==> src/rtl/prog_loader.sv <==
// Boot-time program loader: framed byte stream -> 8K x 8 memory.
// Holds the CPU in reset until a frame loads with a good checksum.
module prog_loader #(
  parameter int ADDR_W      = 13,
  parameter int DATA_W      = 8,
  parameter int TIMEOUT_CYC = 0
) (
  input  logic              clk,
  input  logic              reset,
  input  logic              start,
  input  logic              s_valid,
  input  logic [DATA_W-1:0] s_data,
  output logic              s_ready,
  output logic [ADDR_W-1:0] mem_addr,
  output logic [DATA_W-1:0] mem_wdata,
  output logic              mem_we,
  output logic              cpu_reset,
  output logic              busy,
  output logic              done,
  output logic              err
);

  localparam int HI_W = ADDR_W - DATA_W;
  localparam int TW   = (TIMEOUT_CYC > 0) ?
                        $clog2(TIMEOUT_CYC + 1) : 1;

  typedef enum logic [2:0] {
    S_IDLE,
    S_LEN_HI,
    S_LEN_LO,
    S_DATA,
    S_CSUM,
    S_DONE,
    S_ERR
  } state_t;

  state_t            r_state;
  state_t            w_next;

  logic [ADDR_W-1:0] r_len;
  logic [ADDR_W-1:0] r_ptr;
  logic [DATA_W-1:0] r_csum;
  logic [TW-1:0]     r_timer;

  logic              r_mem_we;
  logic [ADDR_W-1:0] r_mem_addr;
  logic [DATA_W-1:0] r_mem_wdata;
  logic              r_cpu_reset;
  logic              r_busy;
  logic              r_done;
  logic              r_err;

  logic              w_busy;
  logic              w_nbusy;
  logic              w_tmo;
  logic              w_acc;
  logic              w_go;
  logic              w_last;
  logic [ADDR_W-1:0] w_len;

  assign w_busy = (r_state == S_LEN_HI) ||
                  (r_state == S_LEN_LO) ||
                  (r_state == S_DATA)   ||
                  (r_state == S_CSUM);

  assign w_nbusy = (w_next == S_LEN_HI) ||
                   (w_next == S_LEN_LO) ||
                   (w_next == S_DATA)   ||
                   (w_next == S_CSUM);

  // A timed-out load stops taking bytes in the same cycle it expires,
  // so the byte on the bus is never written after the fact.
  assign w_tmo = (TIMEOUT_CYC != 0) && w_busy &&
                 (r_timer == TW'(TIMEOUT_CYC));

  assign s_ready = w_busy && !w_tmo;
  assign w_acc   = s_valid && s_ready;
  assign w_go    = start && !w_busy;
  assign w_len   = {r_len[ADDR_W-1:DATA_W], s_data};
  assign w_last  = (r_ptr == (r_len - ADDR_W'(1)));

  assign mem_we    = r_mem_we;
  assign mem_addr  = r_mem_addr;
  assign mem_wdata = r_mem_wdata;
  assign cpu_reset = r_cpu_reset;
  assign busy      = r_busy;
  assign done      = r_done;
  assign err       = r_err;

  // State register.
  always_ff @(posedge clk) begin
    if (reset) begin
      r_state <= S_IDLE;
    end else begin
      r_state <= w_next;
    end
  end

  // Next-state decode; a timeout overrides whatever the frame is doing.
  always_comb begin
    w_next = r_state;
    if (w_tmo) begin
      w_next = S_ERR;
    end else begin
      case (r_state)
        S_IDLE, S_DONE, S_ERR: begin
          if (start) w_next = S_LEN_HI;
        end
        S_LEN_HI: begin
          if (w_acc) w_next = S_LEN_LO;
        end
        S_LEN_LO: begin
          if (w_acc) begin
            w_next = (w_len == '0) ? S_CSUM : S_DATA;
          end
        end
        S_DATA: begin
          if (w_acc && w_last) w_next = S_CSUM;
        end
        S_CSUM: begin
          if (w_acc) begin
            w_next = (s_data == r_csum) ? S_DONE : S_ERR;
          end
        end
        default: w_next = S_IDLE;
      endcase
    end
  end

  // Status outputs follow the state being entered, so they change
  // on the same edge as the state itself.
  always_ff @(posedge clk) begin
    if (reset) begin
      r_busy      <= 1'b0;
      r_done      <= 1'b0;
      r_err       <= 1'b0;
      r_cpu_reset <= 1'b1;
    end else begin
      r_busy      <= w_nbusy;
      r_done      <= (w_next == S_DONE);
      r_err       <= (w_next == S_ERR);
      r_cpu_reset <= (w_next != S_DONE);
    end
  end

  // Frame datapath: length capture, checksum, pointer and the
  // one-cycle-late memory write of each payload byte.
  always_ff @(posedge clk) begin
    if (reset) begin
      r_len       <= '0;
      r_ptr       <= '0;
      r_csum      <= '0;
      r_mem_we    <= 1'b0;
      r_mem_addr  <= '0;
      r_mem_wdata <= '0;
    end else begin
      r_mem_we <= 1'b0;
      if (w_go) begin
        r_len  <= '0;
        r_ptr  <= '0;
        r_csum <= '0;
      end
      if (w_acc) begin
        case (r_state)
          S_LEN_HI: begin
            r_len <= {s_data[HI_W-1:0], {DATA_W{1'b0}}};
          end
          S_LEN_LO: begin
            r_len[DATA_W-1:0] <= s_data;
          end
          S_DATA: begin
            r_csum      <= r_csum + s_data;
            r_ptr       <= r_ptr + ADDR_W'(1);
            r_mem_we    <= 1'b1;
            r_mem_addr  <= r_ptr;
            r_mem_wdata <= s_data;
          end
          default: begin
          end
        endcase
      end
    end
  end

  // Idle-gap timer: cleared outside a load and on every accepted byte.
  always_ff @(posedge clk) begin
    if (reset) begin
      r_timer <= '0;
    end else if (!w_busy || w_acc) begin
      r_timer <= '0;
    end else if ((TIMEOUT_CYC != 0) && !w_tmo) begin
      r_timer <= r_timer + TW'(1);
    end
  end

endmodule

==> config.mk <==
export PLATFORM = sky130hd
export DESIGN_NAME = prog_loader
export DESIGN_NICKNAME = d
export VERILOG_FILES = /design/src/rtl/prog_loader.sv
export SDC_FILE = /design/constraint.sdc
export NUM_CORES = 1
export LEC_CHECK = 0
export BUFFER_PORTS_ARGS = -buffer_cell sky130_fd_sc_hd__buf_2
export CAP_MARGIN = 20
export CORE_MARGIN = 10
export CORE_UTILIZATION = 35
export DETAILED_ROUTE_END_ITERATION = 12
export GPL_TIMING_DRIVEN = 0
export HOLD_SLACK_MARGIN = 0.1
export SETUP_SLACK_MARGIN = 0.1
export SLEW_MARGIN = 20
export SYNTH_ARGS = -nofsm -noshare
export SYNTH_HDL_FRONTEND = slang
export SYNTH_SLANG_ARGS = --single-unit
==> constraint.sdc <==
create_clock -name clk -period 9.2 [get_ports clk]
set_clock_uncertainty 0.2 [all_clocks]
set_input_delay 1.84 -clock clk [delete_from_list [all_inputs] [get_ports clk]]
set_output_delay 1.84 -clock clk [all_outputs]
set_load 0.05 [all_outputs]
==> flow_summary.yaml, run 1 <==
timing:
  setup_viol_count_final: 0
  fmax_ghz: 0.258
  hold_violations: 0
  post-route-period-util_pct: 42.2
  tns_ns: 0
  grt_setup_unrepaired: "no"
  drv_slew: 0
  setup_ws_ns: 5.32
  finalCriticalPeriod_ns: 3.88
  tightest_slew_ns: 0.654
  slew_headroom_pct: 56.3
final_layout:
  layout_commonest_cell: "nand2_1"
  drive_above_1_share_pct: 12.4
  fillers: 916
  finalNetCount: 478
  final_cell_mix: "72 x nand2_1, 63 x dfxtp_1, 44 x a21oi_1, 38 x nor2_1, 38 x buf_2"
  finalNonFillerCells: 569
  regArea_um2: 1260
  antennaDiodeCount: 0
  multi_input_area_um2: 1860
  syn2layout_area_growth_pct: 17.1
die:
  dieArea_um2: 13400
  initial_core_util_pct: 36.3
  dieWidth_um: 116
  rows: 34
  coreArea_um2: 8850
  ioPinCount: 39
  chipHeight_um: 116
clocking:
  root_buffer: "clkbuf_8"
  cts_setup_buffers: 0
  cts_buffer_depth: 2
  numCtsBuffers: 9
  path_clk_slew_ns: 0.07
  cts_hold_buf: 0
  htreeDepth: 3
  clock_latency_ns: 0.34
  cts.sink_count: 63
  cts_resized: 0
  cts_tree: "yes"
routing:
  postRouteAntennaNets: 0
  via_per_inst: 5.24
  vias: 2979
  drtIter0Drc: 176
  drc: 0
  wl_per_cell_um: 15.7
  wl_mm: 8.91
  dr.pass1.iters: 4
grt:
  antenna_found_initial: 0
  grt.overflow.total: 0
  grt_usage_pct: 13.8
  grt_max_degree: 11
  first_global_vias: 2978
  grt_pass1_wl_mm: 14.9
pwr:
  power.total_mw: 0.626
  peakVddDrop_uv: 108
  leakage_nw: 1.43
  power_density_nw_per_um2: 166
critical_path:
  critPathRequiredTime_ns: 9.27
  path_max_fanout: 6
  start_kind: "primary input"
  arrival_ns: 3.95
  worstReg2RegStart: "r_len[3]$_SDFF_PP0_"
  end_kind: "flip-flop"
  cp-startpoint: "s_data[1]"
  worstSetupPathType: "primary input to flip-flop"
placement:
  io_buffers: 38
  place_ws_ns: 5.00
  dp.cells: 553
  gp_congestion: 0.875
  dp_hpwl_mm: 6.69
synthesis:
  syn_area_um2: 3220
  synth_fp_nets: 429
  synth_seq_cells: 63
  synth-edff-count: 0
  async_flop_share_pct: 0
  dominantRegCellSynth: "dfxtp_1"
  seq_area_frac_synth_pct: 39.2
  postSynthAreaPerCell_um2: 7.90
  yosysUniqueCellTypes: 48
  ys_warn_count: 0
  syn_inst: 407
run_status:
  outcome: "completed"
run:
  drv_cap: 0
min_path:
  hold_path_class: "flip-flop to flip-flop"
  hold_start: "mem_addr[5]$_SDFFE_PP0P_"
-- flip-flops by register name (all words and copies together) (netlist names) --
register and flops:
mem_addr 13, r_len 13, r_ptr 13, mem_wdata 8
r_csum 8, r_state 3, busy 1, cpu_reset 1
done 1, err 1, mem_we 1
-- critical path: stages --
cell and delay, ns:
buf_2 0.15, ha_1 0.32, nor4_1 0.28, nand2_1 0.14, or4_1 0.42, a21oi_1 0.24
nand2_1 0.10, or3_1 0.30, a21oi_1 0.16
-- kinds of logic (layout without fill, tap and decap cells) --
| group | Yosys count | count (layout) | share of synthesized area (%) |
|---|---|---|---|
| xor gates and xnor gates | 30 | 30 | 8.17 |
| buffers and inverters | 26 | 80 | 3.04 |
| and+or+nand+nor | 192 | 192 | 28.6 |
| adders and majority gates | 10 | 10 | 4.12 |
| DFF | 63 | 63 | 39.2 |
| AOI/OAI and AO/OA | 85 | 85 | 16.5 |
| muxes | 1 | 1 | 0.311 |
-- where the power goes --
group          switching [mW]  internal (mW)
Combinational          0.0474         0.0222
Sequential            0.00340          0.276
Clock                   0.109          0.167
-- per-stage QoR --
step                hold WS [ns]  cell area (µm²)  utilization (%)
global route               0.275             3760             42.5
detailed placement         0.245             3540             40.0
floorplan                  0.236             3220                -
CTS                        0.255             3760             42.5
global placement           0.242             3540             40.0
finish                     0.250             3760             42.5
-- metal layers --
layer	track usage (%)	up-vias	share of wire (%)
li1	-	1511	-
met1	17.6	1391	47
met2	22.4	63	47
met3	3.05	14	4.0
met4	5.17	0	2.0
met5	0	-	0
-- area by class of cell --
cell class / instances / area share, %
buffer: 19 / 1.89
clock buffer: 13 / 4.22
clock inverter: 3 / 1.73
inverter: 7 / 0.698
multi-input combinational: 318 / 49.3
sequential: 63 / 33.5
tap: 108 / 3.59
timing repair buffer: 38 / 5.05
-- cell usage after synthesis (2+ instances only) --
master     instances  share of area (%)
and3_1             3               0.58
nand4_1            5               0.97
dfxtp_1           63                 39
nand3_1           18                2.8
a211oi_1           3               0.70
buf_1              2               0.23
a21o_1             4               0.93
xnor2_1           17                4.6
nor2b_1           11                2.1
a22oi_1            9                2.1
nand3b_1           2               0.47
nor4_1             4               0.78
a21oi_1           44                6.8
o21ai_0            6               0.93
nor3b_1            4               0.93
o21a_1             3               0.70
clkbuf_1          17                2.0
ha_1               9                3.5
nor2_1            38                4.4
o31ai_1            2               0.47
xor2_1            13                3.5
nand2b_1          10                1.9
or3_1              6                1.2
o22ai_1            2               0.39
nand2_1           72                8.4
or4_1              3               0.70
o2111ai_1          2               0.54
inv_1              7               0.82
o211ai_1           2               0.47
nor3_1             8                1.2
-- path summary, 6_finish.rpt --
check,end,slack [ns],cells after the start
max,busy$_SDFF_PP0_,5.32,9
min,mem_addr[5]$_SDFFE_PP0P_,0.25,2
max reg2reg,cpu_reset$_SDFF_PP1_,5.87,8
min reg2reg,mem_addr[5]$_SDFFE_PP0P_,0.25,2
Power figures use the tool's default switching activity.
==> inputs of run 2 (changes only) <==
--- a/config.mk
+++ b/config.mk
@@ -5,6 +5,7 @@
 export SDC_FILE = /design/constraint.sdc
 export NUM_CORES = 1
 export LEC_CHECK = 0
+export ABC_AREA = 1
 export BUFFER_PORTS_ARGS = -buffer_cell sky130_fd_sc_hd__buf_2
 export CAP_MARGIN = 20
 export CORE_MARGIN = 10
==> constraint.sdc (replaced) <==
create_clock -name clk -period 3.7 [get_ports clk]
set_clock_uncertainty 0.2 [all_clocks]
set_input_delay 0.74 -clock clk [delete_from_list [all_inputs] [get_ports clk]]
set_output_delay 0.74 -clock clk [all_outputs]
set_load 0.05 [all_outputs]
==> run 2 against run 1 <==
  * Final area up 4.3%
  * Sequential power rose by 150%
  * First-iteration DRC count is 19% lower
  * Count of clock-buffer cells in the layout shrank 3
  * Die area rose by 3.3%
  * Flip-flop and latch count unchanged
  * Synthesized area is 4.0% higher
  * Register-to-register slack worse by 4.5 ns
  * Critical path type unchanged
  * Non-clock buffer count decreased by 8
  * Largest cell class unchanged
  * Combinational power is 140% higher
==> flow_summary.yaml, run 2 <==
routing:
  drtIter0Drc: 143
  vias: 3185
  via_per_inst: 4.82
  wl_mm: 8.87
  dr.pass1.iters: 5
  drc: 0
  wl_per_cell_um: 13.4
  postRouteAntennaNets: 0
min_path:
  hold_start: "mem_addr[0]$_SDFFE_PP0P_"
  hold_depth: 2
  hold_path_end: "mem_addr[0]$_SDFFE_PP0P_"
  hold_path_class: "flip-flop to flip-flop"
timing:
  setup_viol_count_final: 0
  tns_ns: 0
  drv_slew: 0
  grt_setup_unrepaired: "no"
  tightest_slew_ns: 0.578
  finalCriticalPeriod_ns: 2.49
  setup_ws_ns: 1.21
  slew_headroom_pct: 61.5
  fmax_ghz: 0.401
  hold_violations: 0
  post-route-period-util_pct: 67.3
grt:
  grt_pass1_wl_mm: 14.9
  grt_usage_pct: 12.9
  grt_max_degree: 13
  antenna_found_initial: 0
  grt.overflow.total: 0
  first_global_vias: 3053
clocking:
  clock_latency_ns: 0.35
  cts_setup_buffers: 0
  path_clk_slew_ns: 0.08
  cts_hold_buf: 0
  numCtsBuffers: 9
  cts_buffer_depth: 2
  cts_resized: 0
  htreeDepth: 3
  cts_tree: "yes"
  root_buffer: "clkbuf_8"
  cts.sink_count: 63
pwr:
  internal_power_mw: 1.14
  combPwrFrac_pct: 10.8
  p_sw_mw: 0.414
  netSwitchingFraction_pct: 26.7
  power_density_nw_per_um2: 396
  leakage_nw: 1.87
  peakVddDrop_uv: 212
  clkPwrFrac_pct: 44.5
  seqPwrFrac_pct: 44.8
die:
  dieArea_um2: 13900
  initial_core_util_pct: 36.0
  chipHeight_um: 118
  dieWidth_um: 118
  rows: 35
  coreArea_um2: 9280
  ioPinCount: 39
synthesis:
  synthTopCellsByArea: "dfxtp_1 38%, nand2_1 13%, nand3_1 6.9%"
  synth_fa_ha_area_share_pct: 3.96
  yosysUniqueCellTypes: 44
  yosys.area.top_type_share_pct: 37.7
  postSynthAreaPerCell_um2: 7.00
  ys_warn_count: 0
  synth_compound_area_share_pct: 12.1
  synth_fp_nets: 500
  synth_mux_area_share_pct: 0
  synth-simple-area-share_pct: 33.6
  syn_area_um2: 3350
  synth_top_family_by_area: "simple AND/OR/NAND/NOR gates"
  synthXorXnorAreaFrac_pct: 4.19
  yosys.area.top_type: "dfxtp_1"
  yosysMostFrequentCell: "nand2_1"
  syn_inst: 478
  synth-edff-count: 0
  yosys-top-cells-count: "116 x nand2_1, 63 x dfxtp_1, 57 x inv_1"
  synth_seq_cells: 63
  async_flop_share_pct: 0
  seq_area_frac_synth_pct: 37.7
  dominantRegCellSynth: "dfxtp_1"
critical_path:
  r2r_cells: 13
  arrival_ns: 2.53
  r2r_end: "cpu_reset$_SDFF_PP1_"
  ff2ff_setup_slack_ns: 1.37
  start_kind: "primary input"
  end_kind: "flip-flop"
  worstReg2RegStart: "r_len[0]$_SDFF_PP0_"
  crit_slowest_cell: "ha_1"
  critPathRequiredTime_ns: 3.74
  cp_slowest_stage_delay_ns: 0.35
  path_cells: "buf_2 > ha_1 > nor3_1 > nand4_1 > o21ai_0 > nand3_1 > a21oi_2 > and2_4 > nand2_2 > nor2_4 > inv_2"
  path_max_fanout: 5
  worstSetupPathType: "primary input to flip-flop"
final_layout:
  finalInstanceArea_um2: 3930
  syn2layout_area_growth_pct: 17.3
  finalNetCount: 549
  antennaDiodeCount: 0
  finalNonFillerCells: 661
  layout_commonest_cell: "nand2_1"
  final_cell_mix: "116 x nand2_1, 63 x dfxtp_1, 57 x inv_1, 46 x nand3_1, 39 x buf_2"
  drive_above_1_share_pct: 16.2
placement:
  dp.cells: 645
  gp_congestion: 0.860
  io_buffers: 38
  dp_hpwl_mm: 6.93
  placed_cell_area_um2: 3700
  place_ws_ns: 0.858
run_status:
  outcome: "completed"
run:
  drv_cap: 0
## run 2: cell count changes in the layout (fill, tap and decap cells not counted), sizes merged, moves of 6 or more
cell,change
inv,+58
nand2,+50
nand3,+30
o21ai,+24
a21oi,-13
xnor2,-12
clkbuf,-11
nor2b,-11
nand2b,-10
a22oi,-9
nor2,+6
or3,-6
## run 2: worst max-delay path: cells and delay by family
kind | cells | cell delay, ns
buffers and inverters | 2 | 0.17
adder cells (fa/ha/maj) | 1 | 0.35
AND/OR/NAND/NOR | 6 | 0.90
AO/OA/AOI/OAI | 2 | 0.37
## run 2: per-layer routing
| metal | vias to the layer above | track usage (%) | share of wire (%) |
|---|---|---|---|
| met4 | 0 | 4.79 | 1.6 |
| met5 | - | 0 | 0 |
| met3 | 12 | 3.12 | 4.5 |
| met2 | 81 | 21.4 | 48 |
| li1 | 1650 | - | - |
| met1 | 1442 | 15.6 | 46 |
## run 2: kinds of logic after synthesis
kind of cell | count (synthesis)
AOI/OAI and AO/OA | 73
xor gates and xnor gates | 16
adders and majority gates | 10
buffers and inverters | 75
DFF | 63
and+or+nand+nor | 241
## run 2: worst max path at each step
stage          startpoint                   end  slack, ns  cells after the start
2_1_floorplan   s_data[0]  r_csum[6]$_SDFF_PP0_       1.31                     10
3_3_place_gp    s_data[4]  cpu_reset$_SDFF_PP1_       0.87                     11
3_5_place_dp    s_data[4]  cpu_reset$_SDFF_PP1_       0.86                     11
4_1_cts         s_data[4]  cpu_reset$_SDFF_PP1_       1.21                     11
5_1_grt         s_data[4]       busy$_SDFF_PP0_       1.03                     11
6_report        s_data[4]  cpu_reset$_SDFF_PP1_       1.21                     11
## run 2: metrics by stage
stage	utilization [%]	hold WS, ns	power (mW)
2_1_floorplan	-	0.241	0.831
3_3_place_gp	39.8	0.252	0.877
3_5_place_dp	39.8	0.259	0.879
4_1_cts	42.3	0.274	1.56
5_1_grt	42.3	0.291	1.62
6_report	42.3	0.268	1.55
## run 2: power by group through the flow
stage                     Clock, mW  Sequential [mW]  Combinational, mW
final                         0.691            0.695              0.167
after detailed placement          0            0.711              0.168
after global placement            0            0.711              0.166
after CTS                     0.698            0.695              0.168
after floorplan                   0            0.716              0.116
after global routing          0.730            0.697              0.189
## run 2: final cells by class
| type | instances | area (µm²) |
|---|---|---|
| Buffer | 11 | 42.5 |
| Clock buffer | 10 | 138 |
| Clock inverter | 6 | 90.1 |
| Fill cell | 984 | 5360 |
| Inverter | 64 | 240 |
| Multi-Input combinational cell | 340 | 1800 |
| Sequential cell | 63 | 1260 |
| Tap cell | 129 | 161 |
| Timing Repair Buffer | 38 | 190 |
==> inputs of run 3 (changes only) <==
==> constraint.sdc (replaced) <==
create_clock -name clk -period 2.1 [get_ports clk]
set_clock_uncertainty 0.2 [all_clocks]
set_input_delay 0.42 -clock clk [delete_from_list [all_inputs] [get_ports clk]]
set_output_delay 0.42 -clock clk [all_outputs]
set_load 0.05 [all_outputs]
==> run 3 against run 2 <==
  * Core utilization up 2.9 points
  * Count of clock-buffer cells in the layout is the same
  * Global-route usage shrank 0.10 points
  * Flip-flop and latch count is the same
  * Combinational power increased by 95%
  * Via count up 0.85%
  * Sequential share of layout area decreased by 1.8 points
  * Critical path depth decreased by 1
  * Die area unchanged
==> flow_summary.yaml, run 3 (synthesized netlist as in run 2, its figures left out) <==
routing:
  highest_layer: "met4"
  met3_length_um: 350
  wl_mm: 9.12
  drtIter0Drc: 190
  postRouteAntennaNets: 0
  wl_per_cell_um: 13.7
  dr.pass1.iters: 5
  via_per_inst: 4.82
  wl_met2_mm: 4.42
  drt-met1-wl_mm: 4.19
  vias: 3212
  drc: 0
placement:
  io_buffers: 38
  gp_congestion: 0.862
  dp_hpwl_mm: 6.98
final_layout:
  utilization_pct: 45.1
  antennaDiodeCount: 0
  layout_commonest_cell: "nand2_1"
  drive_above_1_share_pct: 24.3
  syn2layout_area_growth_pct: 25.3
  finalNetCount: 555
  final_cell_mix: "113 x nand2_1, 55 x dfxtp_1, 54 x inv_1, 45 x nand3_1, 39 x buf_2"
timing:
  grt_setup_unrepaired: "yes"
  tightest_slew_ns: 0.565
  setup_viol_count_final: 0
  hold_violations: 0
  post-route-period-util_pct: 98.9
  drv_slew: 0
  slew_headroom_pct: 62.3
  tns_ns: 0
  fmax_ghz: 0.481
  finalCriticalPeriod_ns: 2.08
pwr:
  power_density_nw_per_um2: 689
  seqPwrFrac_pct: 42.5
  clkPwrFrac_pct: 46.3
  peakVddDrop_uv: 401
  internal_power_mw: 2.15
  netSwitchingFraction_pct: 25.7
  leakage_nw: 1.94
  p_sw_mw: 0.741
  combPwrFrac_pct: 11.3
clocking:
  htreeDepth: 3
  root_buffer: "clkbuf_8"
  clock_latency_ns: 0.34
  cts.sink_count: 63
  cts_tree: "yes"
  path_clk_slew_ns: 0.07
  numCtsBuffers: 9
  cts_buffer_depth: 2
grt:
  grt_pass1_wl_mm: 14.7
  first_global_vias: 2998
  grt.overflow.total: 0
  grt_usage_pct: 12.8
  grt_max_degree: 13
  antenna_found_initial: 0
run_status:
  outcome: "completed"
critical_path:
  end_kind: "flip-flop"
  critPathRequiredTime_ns: 2.14
  path_max_fanout: 4
  critical_path.top_delay_family: "simple AND/OR/NAND/NOR gates"
  crit_slowest_cell: "dfxtp_2"
  cp_slowest_stage_delay_ns: 0.34
  path_buf_inv: 1
  crit_cells: 10
  worstSetupPathType: "flip-flop to flip-flop"
  ff2ff_setup_slack_ns: 0.02
  arrival_ns: 2.12
  path_cells: "ha_4 > nor3_2 > nand4_1 > o21ai_1 > nand3_1 > a21oi_2 > and2_4 > nand2_4 > nor2_4 > inv_2"
  start_kind: "flip-flop"
  r2r_cells: 10
die:
  chipHeight_um: 118
  rows: 35
  ioPinCount: 39
  dieArea_um2: 13900
  coreArea_um2: 9280
  dieWidth_um: 118
  initial_core_util_pct: 36.0
run:
  drv_cap: 0
min_path:
  hold_depth: 3
  hold_path_class: "primary input to flip-flop"
## run 3: changes by cell type in the layout (fill, tap and decap cells not counted), sizes merged
cell         before  now
inv              65   64
clkinv            2    3
buf              40   45
bufinv            2    3
clkinvlp          1    0
dlygate4sd3       0    1
## run 3: worst paths after layout
kind	start	endpoint
setup reg to reg	r_csum[5]$_SDFF_PP0_	cpu_reset$_SDFF_PP1_
hold / removal	s_data[7]	mem_wdata[7]$_SDFFE_PP0P_
hold reg to reg	mem_wdata[2]$_SDFFE_PP0P_	mem_wdata[2]$_SDFFE_PP0P_
setup / recovery	r_csum[5]$_SDFF_PP0_	cpu_reset$_SDFF_PP1_
## run 3: power groups by stage
stage | clock network, mW | registers (mW) | logic (mW)
finish | 1.34 | 1.23 | 0.325
global route | 1.42 | 1.23 | 0.365
CTS | 1.36 | 1.23 | 0.311
detailed placement | 0 | 1.25 | 0.295
global placement | 0 | 1.25 | 0.291
floorplan | 0 | 1.26 | 0.204
## run 3: what timing repair did
| action | CTS | global route |
|---|---|---|
| endpoints found under the setup margin | 45 | 51 |
| endpoints found under the hold margin | 1 | 0 |
| hold buffers | 1 | 0 |
| setup buffers | 1 | 4 |
| gates resized for setup | 24 | 30 |
| pin swaps | 6 | 10 |
## run 3: final cells by class
cell class | count | area (µm²)
fillers | 983 | 5090
multi-input cells | 340 | 1970
flip-flops and latches | 63 | 1270
inverters | 64 | 245
repair buffers | 44 | 240
well taps | 129 | 161
clock buffers | 10 | 138
clock inverters | 6 | 116
plain buffers | 11 | 50.0
## run 3: tightest hold or removal path, stage by stage
cell     delay [ns]
buf_2          0.14
nand2_1        0.07
nand2_1        0.05
## run 3: through the flow
stage / power [mW] / hold slack, ns / setup slack [ns] / area [µm²] / instances
floorplan: 1.47 / 0.241 / 0.0992 / 3350 / 478
global placement: 1.54 / 0.256 / -0.349 / 3700 / 645
detailed placement: 1.55 / 0.258 / -0.363 / 3700 / 645
CTS: 2.89 / 0.162 / 0.0410 / 4080 / 663
global route: 3.01 / 0.168 / -0.0937 / 4190 / 667
finish: 2.89 / 0.169 / 0.0225 / 4190 / 667
## run 3: metal layers
layer	global-route usage [%]	up-vias
li1	-	1669
met1	15.5	1479
met2	21.2	51
met3	3.21	13
met4	4.56	0
met5	0	-
